File: src/rtl/serializer_tx_pkg.sv
// Shared constants and FSM encoding for the serializer transmit path.
// Optional feature macro used by the top: SERIALIZER_TX_IDLE_COMMA_EN.
package serializer_tx_pkg;

  localparam int         BITS_DEFAULT = 8;
  localparam logic [7:0] COMMA        = 8'hBC;

  typedef enum logic {
    IDLE  = 1'b0,
    SHIFT = 1'b1
  } state_e;

endpackage

File: src/rtl/serializer_tx_shift_reg.sv
// W-bit loadable right-shift register; the LSB is the serial output.
// Zeros are shifted in at the MSB so a fully shifted word leaves the line at 0.
module ser_shift_reg #(
  parameter int W = 8
) (
  input  logic         clk_i,
  input  logic         rst_ni,
  input  logic         load_i,
  input  logic         shift_i,
  input  logic [W-1:0] din_i,
  output logic         sout_o
);

  logic [W-1:0] shift_q;
  logic [W-1:0] shift_d;

  // Load has priority over shift.
  always_comb begin
    if (load_i) begin
      shift_d = din_i;
    end else if (shift_i) begin
      shift_d = {1'b0, shift_q[W-1:1]};
    end else begin
      shift_d = shift_q;
    end
  end

  always_ff @(posedge clk_i or negedge rst_ni) begin
    if (!rst_ni) begin
      shift_q <= {W{1'b0}};
    end else begin
      shift_q <= shift_d;
    end
  end

  assign sout_o = shift_q[0];

endmodule

File: src/rtl/serializer_tx.sv
// Parallel-to-serial transmitter, LSB first, with DK flag and bit-0 frame marker.
// Define SERIALIZER_TX_IDLE_COMMA_EN to fill idle time with DK=1 commas.
module serializer_tx
  import serializer_tx_pkg::*;
#(
  parameter int BITS = BITS_DEFAULT
) (
  input  logic            clk,
  input  logic            reset_L,
  input  logic [BITS-1:0] in,
  input  logic            in_DK,
  input  logic            in_valid,
  output logic            in_ready,
  output logic            data,
  output logic            DK,
  output logic            frame,
  output logic [15:0]     tx_count
);

  localparam int            CW   = (BITS > 1) ? $clog2(BITS) : 1;
  localparam logic [CW-1:0] LAST = CW'(BITS - 1);

  state_e          state_q, state_d;
  logic [CW-1:0]   bit_cnt_q, bit_cnt_d;
  logic            dk_q, dk_d;
  logic            frame_q, frame_d;
  logic [15:0]     tx_count_q, tx_count_d;
  logic            last_s;
  logic            accept_s;
  logic            load_s;
  logic            count_s;
  logic [BITS-1:0] load_word_s;
  logic            load_dk_s;

  assign last_s   = (state_q == SHIFT) && (bit_cnt_q == LAST);
  assign accept_s = in_valid && in_ready;

`ifdef SERIALIZER_TX_IDLE_COMMA_EN
  logic comma_q, comma_d;

  // Every ready slot loads something: the offered word, or a comma if none.
  assign load_s      = in_ready;
  assign load_word_s = accept_s ? in : BITS'(COMMA);
  assign load_dk_s   = accept_s ? in_DK : 1'b1;
  assign count_s     = last_s && !comma_q;
  assign comma_d     = load_s ? !accept_s : comma_q;

  always_ff @(posedge clk or negedge reset_L) begin
    if (!reset_L) begin
      comma_q <= 1'b0;
    end else begin
      comma_q <= comma_d;
    end
  end
`else
  assign load_s      = accept_s;
  assign load_word_s = in;
  assign load_dk_s   = in_DK;
  assign count_s     = last_s;
`endif

  always_ff @(posedge clk or negedge reset_L) begin
    if (!reset_L) begin
      state_q <= IDLE;
    end else begin
      state_q <= state_d;
    end
  end

  always_comb begin
    state_d = state_q;
    case (state_q)
      IDLE:    state_d = load_s ? SHIFT : IDLE;
      SHIFT:   state_d = (last_s && !load_s) ? IDLE : SHIFT;
      default: state_d = IDLE;
    endcase
  end

  always_comb begin
    in_ready = 1'b0;
    case (state_q)
      IDLE:    in_ready = 1'b1;
      SHIFT:   in_ready = last_s;
      default: in_ready = 1'b0;
    endcase
  end

  // Counter, DK and frame next-state; DK clears whenever the line goes idle.
  always_comb begin
    bit_cnt_d  = {CW{1'b0}};
    dk_d       = 1'b0;
    frame_d    = load_s;
    tx_count_d = count_s ? (tx_count_q + 16'd1) : tx_count_q;
    if (load_s) begin
      bit_cnt_d = {CW{1'b0}};
      dk_d      = load_dk_s;
    end else if ((state_q == SHIFT) && !last_s) begin
      bit_cnt_d = bit_cnt_q + CW'(1);
      dk_d      = dk_q;
    end else begin
      bit_cnt_d = {CW{1'b0}};
      dk_d      = 1'b0;
    end
  end

  always_ff @(posedge clk or negedge reset_L) begin
    if (!reset_L) begin
      bit_cnt_q  <= {CW{1'b0}};
      dk_q       <= 1'b0;
      frame_q    <= 1'b0;
      tx_count_q <= 16'd0;
    end else begin
      bit_cnt_q  <= bit_cnt_d;
      dk_q       <= dk_d;
      frame_q    <= frame_d;
      tx_count_q <= tx_count_d;
    end
  end

  ser_shift_reg #(.W(BITS)) u_shift (
    .clk_i   (clk),
    .rst_ni  (reset_L),
    .load_i  (load_s),
    .shift_i (state_q == SHIFT),
    .din_i   (load_word_s),
    .sout_o  (data)
  );

  assign DK       = dk_q;
  assign frame    = frame_q;
  assign tx_count = tx_count_q;

endmodule
File: config.mk
export PLATFORM = sky130hd
export DESIGN_NAME = serializer_tx
export DESIGN_NICKNAME = d
export VERILOG_FILES = /design/src/rtl/serializer_tx_pkg.sv /design/src/rtl/serializer_tx_shift_reg.sv /design/src/rtl/serializer_tx.sv
export SDC_FILE = /design/constraint.sdc
export NUM_CORES = 1
export LEC_CHECK = 0
export BUFFER_PORTS_ARGS = -buffer_cell sky130_fd_sc_hd__buf_2
export CAP_MARGIN = 20
export CORE_MARGIN = 5
export CORE_UTILIZATION = 50
export DETAILED_ROUTE_END_ITERATION = 10
export GPL_TIMING_DRIVEN = 0
export HOLD_SLACK_MARGIN = 0.15
export PLACE_DENSITY = 0.75
export SLEW_MARGIN = 20
export SYNTH_ARGS = -nofsm -noshare
export SYNTH_HDL_FRONTEND = slang
export SYNTH_SLANG_ARGS = --single-unit
File: constraint.sdc
create_clock -name clk -period 3.79 [get_ports clk]
set_input_delay 0.758 -clock clk [delete_from_list [all_inputs] [get_ports clk]]
set_output_delay 0.758 -clock clk [all_outputs]
set_load 0.1 [all_outputs]
==> reports/qor.csv, run 1 <==
stage;metric;value;unit
status;status;completed;
sta;setup_viol;0;
logic_synthesis;syn_nets;142;
placement;gp_congestion;0.819;
placement;dp.cells;187;
routing;wire_per_inst;13.4;µm
die;pin_count;32;
critical_path;arrival;1790;ps
clock_tree;post-cts-setup-buffer-count;0;
routing;vias;1050;
min_path;worstHoldStart;bit_cnt_q[0]$_DFF_PN0_;
critical_path;reg2reg_depth;7;
routing;dr.first_iter.drc_count;22;
critical_path;critPathLaunchType;flop;
routing;drc;0;
pwr;power_density;771;mW/mm²
grt;grt_max_degree;31;
min_path;worstHoldPathCells;1;
routing;drt-pass1-iter-count;4;
routing;ant_nets;0;
clock_tree;cts_max_level;2;
logic_synthesis;synth_cell_types;23;
clock_tree;cts_tree;built;
pwr;finalPower;1.24;mW
sta;layout_min_cycle_time;2550;ps
layout;final_common_cell;buf_2;
critical_path;cp_max_fo;5;
logic_synthesis;syn_inst;127;
die;initial_core_util;53.3;%
die;die_h;61.8;µm
critical_path;cp-end-kind;output pin;
sta;max_freq;0.393;GHz
clock_tree;cts_hold_buf;0;
logic_synthesis;netlist_area;0.00134;mm²
logic_synthesis;synthTopCellsByArea;dfrtp_1 56%, xnor2_1 6.5%, a31oi_1 3.3%;
pwr;ir_drop;0.764;mV
critical_path;critical_path_required;3030;ps
grt;grt_pass1_vias;1055;
clock_tree;ctsResizeCount;0;
placement;port_buffers;30;
clock_tree;cts.sink_count;30;
min_path;hp-class;flop to flop;
logic_synthesis;ys_warn_count;0;
routing;wl;2.62;mm
logic_synthesis;ys_seq_elements;30;
logic_synthesis;yosysTopAreaCell;dfrtp_1;
sta;setup_tns;0;ps
clock_tree;root_buffer;clkbuf_4;
logic_synthesis;syn_avg_cell_area;10.6;µm²
layout;final_cells;195;
sta;slew_viol_final;0;
pwr;leakagePower;0.859;nW
layout;drive_gt1_share;30.3;%
clock_tree;clk_path_buf_depth;2;
sta;worst_pin_slew;655;ps
critical_path;reg2reg_slack;2170;ps
die;chipWidth;61.8;µm
placement;place_hpwl;1.89;mm
min_path;whs_endpoint;bit_cnt_q[0]$_DFF_PN0_;
critical_path;crit_type;flop to output pin;
logic_synthesis;ys_seq_area_share;55.9;%
sta;post-route-period-util;67.2;%
grt;overflow;0;
sta;maxSlewHeadroom;56.3;%
die;core_area;0.00252;mm²
layout;diodes;0;
grt;antenna_found_initial;0;
logic_synthesis;synth.top_cell.area_share;55.9;%
clock_tree;cts_buffers;5;
sta;hold_viol_final;0;
clock_tree;path_clk_slew;90;ps
layout;synthToLayoutAreaGrowth;19.8;%
routing;via_per_inst;5.38;
die;dieArea;0.00382;mm²
layout;n_fill_cell;228;
layout;final_cell_mix;35 x buf_2, 30 x dfrtp_1, 11 x nor2_1;
layout;nNetsFinal;179;
clock_tree;clock_latency;320;ps
grt;grt_pass1_wl;4.55;mm
grt;track_usage;16.5;%
sta;rsz0062_at_grt;no;
critical_path;r2r-start;bit_cnt_q[0]$_DFF_PN0_;
critical_path;r2r_end;u_shift.shift_q[4]$_DFFE_PN0P_;
die;num_rows;18;
sta;finClkSkew;8.11;ps
job;drv_cap;0;
## sequential cells by signal, summed over array words and instances, names as in the netlist
| register | cells |
|---|---|
| DK | 1 |
| tx_count | 16 |
| frame | 1 |
| state_q | 1 |
| bit_cnt_q | 3 |
| u_shift.shift_q | 8 |
## critical path: stages, from the launching register on
cell	delay, ps
dfrtp_1	390
ha_1	200
ha_1	220
nor2b_1	220
inv_1	130
buf_2	310
## metrics by stage
| stage | instance area (µm²) | util (%) | hold WS (ps) | setup WS (ps) |
|---|---|---|---|---|
| after floorplan | 1340 | - | 410 | 1670 |
| after global placement | 1530 | 60.7 | 423 | 1590 |
| after detailed placement | 1530 | 60.7 | 430 | 1560 |
| after CTS | 1610 | 63.8 | 443 | 1190 |
| after global routing | 1610 | 63.8 | 467 | 1060 |
| final | 1610 | 63.8 | 434 | 1240 |
## worst max path at each step
stage | from | to
finish | bit_cnt_q[0]$_DFF_PN0_ | in_ready
CTS | bit_cnt_q[0]$_DFF_PN0_ | in_ready
floorplan | bit_cnt_q[0]$_DFF_PN0_ | in_ready
global route | bit_cnt_q[0]$_DFF_PN0_ | in_ready
detailed placement | bit_cnt_q[0]$_DFF_PN0_ | in_ready
global placement | bit_cnt_q[0]$_DFF_PN0_ | in_ready
## power breakdown
part           leakage [nW]  internal (mW)  switching, mW  total [mW]
clock network        0.0446          0.127          0.110       0.236
logic                 0.423          0.130          0.414       0.544
registers             0.392          0.404         0.0577       0.462
total                 0.859          0.661          0.581        1.24
## cells by family (layout without fill, tap and decap cells)
| kind of cell | count (synthesis) | count (layout) | synth area share [%] |
|---|---|---|---|
| adders and majority gates | 3 | 3 | 2.79 |
| and+or+nand+nor | 41 | 41 | 16.1 |
| DFF | 30 | 30 | 55.9 |
| muxes | 2 | 2 | 1.58 |
| buffers and inverters | 14 | 52 | 4.38 |
| AOI/OAI and AO/OA | 22 | 22 | 9.50 |
| xor gates and xnor gates | 15 | 15 | 9.78 |
## routing by layer
| metal | vias up | track usage [%] | wire (µm) |
|---|---|---|---|
| li1 | 504 | - | - |
| met1 | 507 | 18.6 | 1100 |
| met2 | 35 | 28.8 | 1300 |
| met3 | 4 | 6.20 | 187 |
| met4 | 0 | 5.45 | 25 |
| met5 | - | 0 | 0 |
## final cells by class
class / count / area (µm²) / area share [%]
clock buffers: 8 / 78.8 / 4.90
flip-flops and latches: 30 / 751 / 46.6
multi-input cells: 83 / 534 / 33.2
repair buffers: 30 / 150 / 9.32
well taps: 30 / 37.5 / 2.33
plain buffers: 5 / 25.0 / 1.55
inverters: 9 / 33.8 / 2.10
## cell usage after synthesis
cell type and instances:
mux2i_1 1, o21ai_0 1, nor2_1 11, o22ai_1 7, and2_1 3, xor2_1 5, nand3_1 6, nor2b_1 1
nand2_1 9, ha_1 3, and3_2 1, xnor2_1 10, a31oi_1 7, nand4_1 4, a21oi_1 7, nand4_2 1
inv_1 9, nor2_2 2, nand2b_1 1, buf_2 5, dfrtp_1 30, and4_4 2, mux2_2 1
Power figures use the tool's default switching activity.
==> inputs of run 2 (changes only) <==
--- a/config.mk
+++ b/config.mk
@@ -8,11 +8,11 @@
 export BUFFER_PORTS_ARGS = -buffer_cell sky130_fd_sc_hd__buf_2
 export CAP_MARGIN = 20
 export CORE_MARGIN = 5
-export CORE_UTILIZATION = 50
+export CORE_UTILIZATION = 47
 export DETAILED_ROUTE_END_ITERATION = 10
 export GPL_TIMING_DRIVEN = 0
 export HOLD_SLACK_MARGIN = 0.15
-export PLACE_DENSITY = 0.75
+export PLACE_DENSITY = 0.74
 export SLEW_MARGIN = 20
 export SYNTH_ARGS = -nofsm -noshare
 export SYNTH_HDL_FRONTEND = slang
==> constraint.sdc (replaced) <==
create_clock -name clk -period 2.1 [get_ports clk]
set_input_delay 0.42 -clock clk [delete_from_list [all_inputs] [get_ports clk]]
set_output_delay 0.42 -clock clk [all_outputs]
set_load 0.1 [all_outputs]
==> run 2 against run 1 <==
Effect of this change:
- largest cell class unchanged
- via count is 1.1% higher
- critical endpoint unchanged
- sequential power grew 79%
- clock skew shrank 5.3 ps
- largest power group unchanged
- power is 88% higher
==> reports/qor.csv, run 2 (synthesized netlist as in run 1, its figures left out) <==
stage;metric;value;unit;change
routing;wire_per_inst;13.9;µm;+3.5%
grt;grt_pass1_wl;4.88;mm;+7.3%
clock_tree;root_buffer;clkbuf_4;;
grt;overflow;0;;unchanged
pwr;finalPower;2.34;mW;+88%
critical_path;cp_max_fo;5;;unchanged
job;drv_cap;0;;unchanged
layout;utilization;59.9;%;-3.9 points
clock_tree;clk_path_buf_depth;2;;unchanged
critical_path;crit_family;adder cells;;
critical_path;arrival;1580;ps;-210 ps
pwr;ir_drop;1.08;mV;+41%
clock_tree;clock_latency;320;ps;about the same
pwr;power_density;1420;mW/mm²;+83%
grt;track_usage;15.3;%;-1.2 points
routing;ant_nets;0;;unchanged
layout;final_cells;198;;+1.5%
layout;drive_gt1_share;31.7;%;+1.4 points
placement;dp.cells;188;;+0.53%
sta;hold_viol_final;0;;unchanged
layout;largest_reg_flops;16;;unchanged
sta;slew_viol_final;0;;unchanged
critical_path;cpMostUsedCell;ha_1;;
placement;gp_congestion;0.766;;-6.5%
routing;drc;0;;unchanged
routing;vias;1062;;+1.1%
critical_path;max_stage_delay;390;ps;about the same
sta;setup_viol;0;;unchanged
sta;fin_ws;97.7;ps;-1150 ps
sta;worst_pin_slew;662;ps;+6.83 ps
pwr;leakagePower;0.874;nW;+1.7%
layout;final_cell_mix;34 x buf_2, 30 x dfrtp_1, 11 x nor2_1;;
sta;finClkSkew;2.79;ps;-5.31 ps
critical_path;critical_path_required;1680;ps;-1350 ps
routing;via_per_inst;5.36;;-0.39%
sta;post-route-period-util;95.3;%;
die;chipWidth;63.5;µm;+2.6%
min_path;hp-class;input port to flop;;
layout;nNetsFinal;182;;+1.7%
layout;diodes;0;;unchanged
grt;grt_max_degree;31;;unchanged
critical_path;crit_type;flop to output pin;;
die;pin_count;32;;unchanged
critical_path;cp_slowest_cell;dfrtp_1;;
layout;final_common_cell;buf_2;;
routing;drt-pass1-iter-count;5;;+1
clock_tree;cts_tree;built;;
critical_path;path_cells;ha_1 -> ha_1 -> nor2b_2 -> inv_2 -> buf_8;;
die;num_rows;19;;+1
routing;dr.first_iter.drc_count;29;;+32%
sta;layout_min_cycle_time;2000;ps;
critical_path;critPathLaunchType;flop;;
routing;wl;2.75;mm;+5.0%
die;initial_core_util;48.7;%;-4.5 points
grt;antenna_found_initial;0;;unchanged
sta;max_freq;0.499;GHz;
placement;post-place-ws;208;ps;-1360 ps
critical_path;critPathBufInv;2;;unchanged
clock_tree;cts_max_level;2;;unchanged
die;core_area;0.00276;mm²;+9.3%
die;dieArea;0.00403;mm²;+5.3%
clock_tree;cts.sink_count;30;;unchanged
placement;port_buffers;30;;unchanged
die;die_h;63.5;µm;+2.6%
placement;place_hpwl;1.95;mm;+3.2%
clock_tree;path_clk_slew;90;ps;about the same
clock_tree;cts_buffers;5;;unchanged
sta;maxSlewHeadroom;55.8;%;-0.46 points
layout;synthToLayoutAreaGrowth;22.9;%;
grt;grt_pass1_vias;1102;;+4.5%
status;status;completed;;
critical_path;cp-end-kind;output pin;;
run 2: power by group:
part | internal, mW | switching (mW)
Clock | 0.277 | 0.189
Combinational | 0.278 | 0.766
Sequential | 0.729 | 0.0987
Total | 1.28 | 1.05
run 2: area by class of cell:
cell class	instances	area, µm²
fill	252	1110
clock buffer	6	51.3
timing repair buffer	33	185
multi-input combinational	83	537
sequential	30	751
inverter	9	33.8
buffer	5	25.0
clock inverter	1	30.0
tap	31	38.8
run 2: final timing paths:
kind                                   startpoint                        endpoint  slack, ps  cells past startpoint
max                        bit_cnt_q[0]$_DFF_PN0_                        in_ready        100                      5
min                                         in_DK                  DK$_DFFE_PN0P_        330                      3
max reg2reg                bit_cnt_q[0]$_DFF_PN0_  u_shift.shift_q[2]$_DFFE_PN0P_        460                      7
min reg2reg                bit_cnt_q[0]$_DFF_PN0_          bit_cnt_q[0]$_DFF_PN0_        440                      1
max in group asynchronous                 reset_L         tx_count[1]$_DFFE_PN0P_       1020                      2
min in group asynchronous                 reset_L         tx_count[8]$_DFFE_PN0P_        650                      2
run 2: worst reg2reg max path: cells and delay by family (launching register included):
| family | cells | cell delay (ps) |
|---|---|---|
| compound gates | 2 | 280 |
| fa+ha+maj | 2 | 430 |
| buf+inv | 1 | 200 |
| flops | 1 | 390 |
| simple gates | 2 | 230 |
run 2: per-stage QoR:
stage | instance area [µm²] | hold WS [ps] | TNS (ps)
final | 1650 | 329 | 0
after global routing | 1650 | 292 | -2.30
after CTS | 1640 | 304 | 0
after detailed placement | 1530 | 430 | 0
after global placement | 1530 | 425 | 0
after floorplan | 1340 | 124 | 0
run 2: what timing repair did:
action	CTS	global route
buffers inserted	1	1
gates resized for setup	3	2
setup endpoints to repair	1	1
hold endpoints to repair	30	0
gates cloned	0	0
hold buffers	1	0
run 2: per-layer routing:
metal,routed length [µm],global-route usage (%),vias to the layer above
met1,1110,16.6,512
met3,198,6.22,7
met2,1380,25.8,32
met5,0,0,-
li1,-,-,511
met4,57,7.01,0
==> inputs of run 3 (changes only) <==
--- a/config.mk
+++ b/config.mk
@@ -5,6 +5,7 @@
 export SDC_FILE = /design/constraint.sdc
 export NUM_CORES = 1
 export LEC_CHECK = 0
+export ABC_AREA = 1
 export BUFFER_PORTS_ARGS = -buffer_cell sky130_fd_sc_hd__buf_2
 export CAP_MARGIN = 20
 export CORE_MARGIN = 5
==> run 3 against run 2 <==
Effect of this change:
- global-route usage increased by 0.15 points
- first-iteration DRC count increased by 120%
- die area increased by 4.5%
- non-clock buffer count decreased by 4
- count of clock-buffer cells in the layout decreased by 1
- routed wire length decreased by 0.62%
- via count increased by 8.2%
- combinational power decreased by 4%
- power decreased by 9.2%
- critical endpoint unchanged
- largest power group unchanged
- highest routed layer unchanged
==> reports/qor.csv, run 3 <==
stage;metric;value;unit;change
status;status;completed;;
clock_tree;cts_tree;built;;
logic_synthesis;ys_seq_area_share;53.1;%;-2.8 points
routing;ant_nets;0;;unchanged
grt;track_usage;15.5;%;+0.15 points
logic_synthesis;netlist_area;0.00142;mm²;+5.3%
placement;dp.cells;222;;+18%
routing;wl;2.73;mm;-0.62%
pwr;p_clk_share;14.9;%;-5.0 points
layout;multiInputGateArea;578;µm²;+7.7%
die;pin_count;32;;unchanged
layout;drive_gt1_share;27.8;%;-4.0 points
clock_tree;clk_path_buf_depth;2;;unchanged
critical_path;reg2reg_slack;410;ps;-50 ps
sta;layout_min_cycle_time;2020;ps;+19.0 ps
critical_path;cp_max_fo;2;;-3
logic_synthesis;synth_top_flop_cell;dfrtp_1;;
critical_path;r2r-start;bit_cnt_q[0]$_DFF_PN0_;;
sta;finClkSkew;13.7;ps;+10.9 ps
die;die_h;64.9;µm;+2.2%
die;initial_core_util;47.5;%;-1.2 points
clock_tree;cts_buffers;5;;unchanged
pwr;p_int;1.08;mW;-16%
pwr;pwr-share-seq;38.0;%;+2.6 points
min_path;whs_endpoint;u_shift.shift_q[7]$_DFFE_PN0P_;;
logic_synthesis;synth.top_cell.area_share;53.1;%;-2.8 points
placement;place_hpwl;2.02;mm;+3.6%
die;chipWidth;64.9;µm;+2.2%
job;drv_cap;0;;unchanged
logic_synthesis;syn_inst;158;;+24%
logic_synthesis;synth_edf_count;0;;unchanged
logic_synthesis;ys_warn_count;0;;unchanged
layout;largest_reg_flops;16;;unchanged
logic_synthesis;yosysTopAreaCell;dfrtp_1;;
min_path;worstHoldPathCells;3;;unchanged
logic_synthesis;synth_common_cells;33 x nand2_1, 31 x nand3_1, 30 x dfrtp_1;;
critical_path;critical_path_required;1680;ps;about the same
clock_tree;root_buffer;clkbuf_4;;
placement;port_buffers;31;;+3.3%
sta;rsz0062_at_grt;no;;
routing;wire_per_inst;11.8;µm;-15%
clock_tree;clock_latency;330;ps;about the same
clock_tree;cts_max_level;2;;unchanged
logic_synthesis;synth_cell_types;17;;-26%
pwr;p_sw;1.05;mW;-0.59%
layout;synthToLayoutAreaGrowth;19.9;%;
critical_path;cp-end-kind;output pin;;
logic_synthesis;syn_nets;173;;+22%
die;core_area;0.00298;mm²;+8.0%
die;dieArea;0.00421;mm²;+4.5%
logic_synthesis;synthTopCellsByArea;dfrtp_1 53%, nand3_1 11%, nand2_1 8.8%;;
logic_synthesis;ys_async_sr_fraction;100;%;unchanged
sta;hold_viol_final;0;;unchanged
layout;n_fill_cell;287;;+14%
min_path;worstHoldStart;in[7];;
grt;grt_max_degree;31;;unchanged
grt;antenna_found_initial;0;;unchanged
layout;nNetsFinal;213;;+17%
routing;via_per_inst;4.97;;-7.3%
routing;drc;0;;unchanged
grt;grt_pass1_wl;4.88;mm;unchanged
routing;dr.first_iter.drc_count;65;;+120%
grt;overflow;0;;unchanged
placement;gp_congestion;0.816;;+6.6%
critical_path;r2r_end;u_shift.shift_q[4]$_DFFE_PN0P_;;
sta;max_freq;0.495;GHz;-0.94%
critical_path;critPathLaunchType;flop;;
layout;final_common_cell;nand2_1;;
sta;maxSlewHeadroom;57.0;%;+1.1 points
sta;setup_tns;0;ps;unchanged
layout;diodes;0;;unchanged
clock_tree;path_clk_slew;90;ps;about the same
logic_synthesis;yosysMostFrequentCell;nand2_1;;
layout;final_cells;231;;+17%
critical_path;reg2reg_depth;9;;+2
pwr;power_density;1250;mW/mm²;-12%
sta;post-route-period-util;96.2;%;+0.90 points
pwr;power_switching_share;49.3;%;+4.3 points
clock_tree;cts.sink_count;30;;unchanged
sta;setup_viol;0;;unchanged
sta;worst_pin_slew;645;ps;-16.9 ps
logic_synthesis;syn_avg_cell_area;8.96;µm²;-15%
grt;grt_pass1_vias;1172;;+6.4%
die;num_rows;20;;+1
critical_path;crit_type;flop to output pin;;
critical_path;arrival;1600;ps;+20 ps
pwr;leakagePower;0.934;nW;+6.9%
layout;final_cell_mix;33 x nand2_1, 31 x nand3_1, 30 x dfrtp_1, 30 x buf_2, 17 x inv_1;;
min_path;hp-class;input port to flop;;
logic_synthesis;ys_seq_elements;30;;unchanged
routing;vias;1149;;+8.2%
sta;slew_viol_final;0;;unchanged
pwr;ir_drop;0.933;mV;-14%
routing;drt-pass1-iter-count;4;;-1
layout;ff_latch_area;751;µm²;unchanged
pwr;p_comb_share;47.2;%;+2.5 points
[run 3: cell families (layout without fill, tap and decap cells)]
| logic type | after synthesis | after routing | share of synthesized area (%) |
|---|---|---|---|
| flops | 30 | 30 | 53.1 |
| compound gates | 2 | 2 | 0.707 |
| fa+ha+maj | 3 | 3 | 2.65 |
| xor+xnor | 11 | 11 | 6.81 |
| buf+inv | 21 | 61 | 6.45 |
| simple gates | 91 | 91 | 30.3 |
[run 3: area by class of cell]
class                   instances  share of cell area [%]
clock buffers                   5                    2.21
inverters                      20                    4.72
flip-flops and latches         30                    44.2
multi-input cells             107                    34.1
well taps                      33                    2.43
plain buffers                   1                   0.664
clock inverters                 2                   0.590
repair buffers                 33                    11.1
[run 3: worst max-delay path, cell delays in order, from the launching register on]
cell	delay (ps)
dfrtp_1	390
ha_2	190
ha_2	170
or2_1	240
buf_6	130
buf_12	150
[run 3: worst max path at each step]
stage | start | end | slack [ps] | depth (start not counted)
final | bit_cnt_q[0]$_DFF_PN0_ | in_ready | 80 | 5
after global routing | bit_cnt_q[0]$_DFF_PN0_ | in_ready | 0.4 | 5
after CTS | bit_cnt_q[0]$_DFF_PN0_ | in_ready | 20 | 5
after detailed placement | bit_cnt_q[0]$_DFF_PN0_ | in_ready | 240 | 5
after global placement | bit_cnt_q[0]$_DFF_PN0_ | in_ready | 260 | 5
after floorplan | tx_count[0]$_DFFE_PN0P_ | tx_count[14]$_DFFE_PN0P_ | 90 | 8
[run 3: metrics by stage]
step	hold WS, ps	power, mW	util (%)	area [µm²]	worst slack [ps]
floorplan	124	1.59	-	1420	85.4
global placement	421	1.74	54.1	1610	258
detailed placement	433	1.77	54.1	1610	237
CTS	287	2.14	56.8	1690	15.2
global route	275	2.26	57.0	1700	0.374
finish	301	2.12	57.0	1700	78.8
[run 3: routing by layer]
metal	vias up	GRT usage (%)	part of all wire [%]
li1	576	-	-
met1	539	16.6	45
met2	28	26.4	48
met3	6	6.76	5.9
met4	0	6.33	1.7
met5	-	0	0
[run 3: repair_timing]
item,in CTS,in global routing
buffers inserted,1,0
setup endpoints to repair,1,1
gates resized for setup,4,2
hold endpoints to repair,30,0
hold buffers,1,0
[run 3: power groups by stage]
| stage | sequential [mW] | combinational (mW) | clock, mW |
|---|---|---|---|
| after floorplan | 1.23 | 0.360 | 0 |
| after global placement | 0.806 | 0.934 | 0 |
| after detailed placement | 0.816 | 0.950 | 0 |
| after CTS | 0.806 | 1.00 | 0.330 |
| after global routing | 0.825 | 1.07 | 0.364 |
| final | 0.806 | 1.00 | 0.316 |
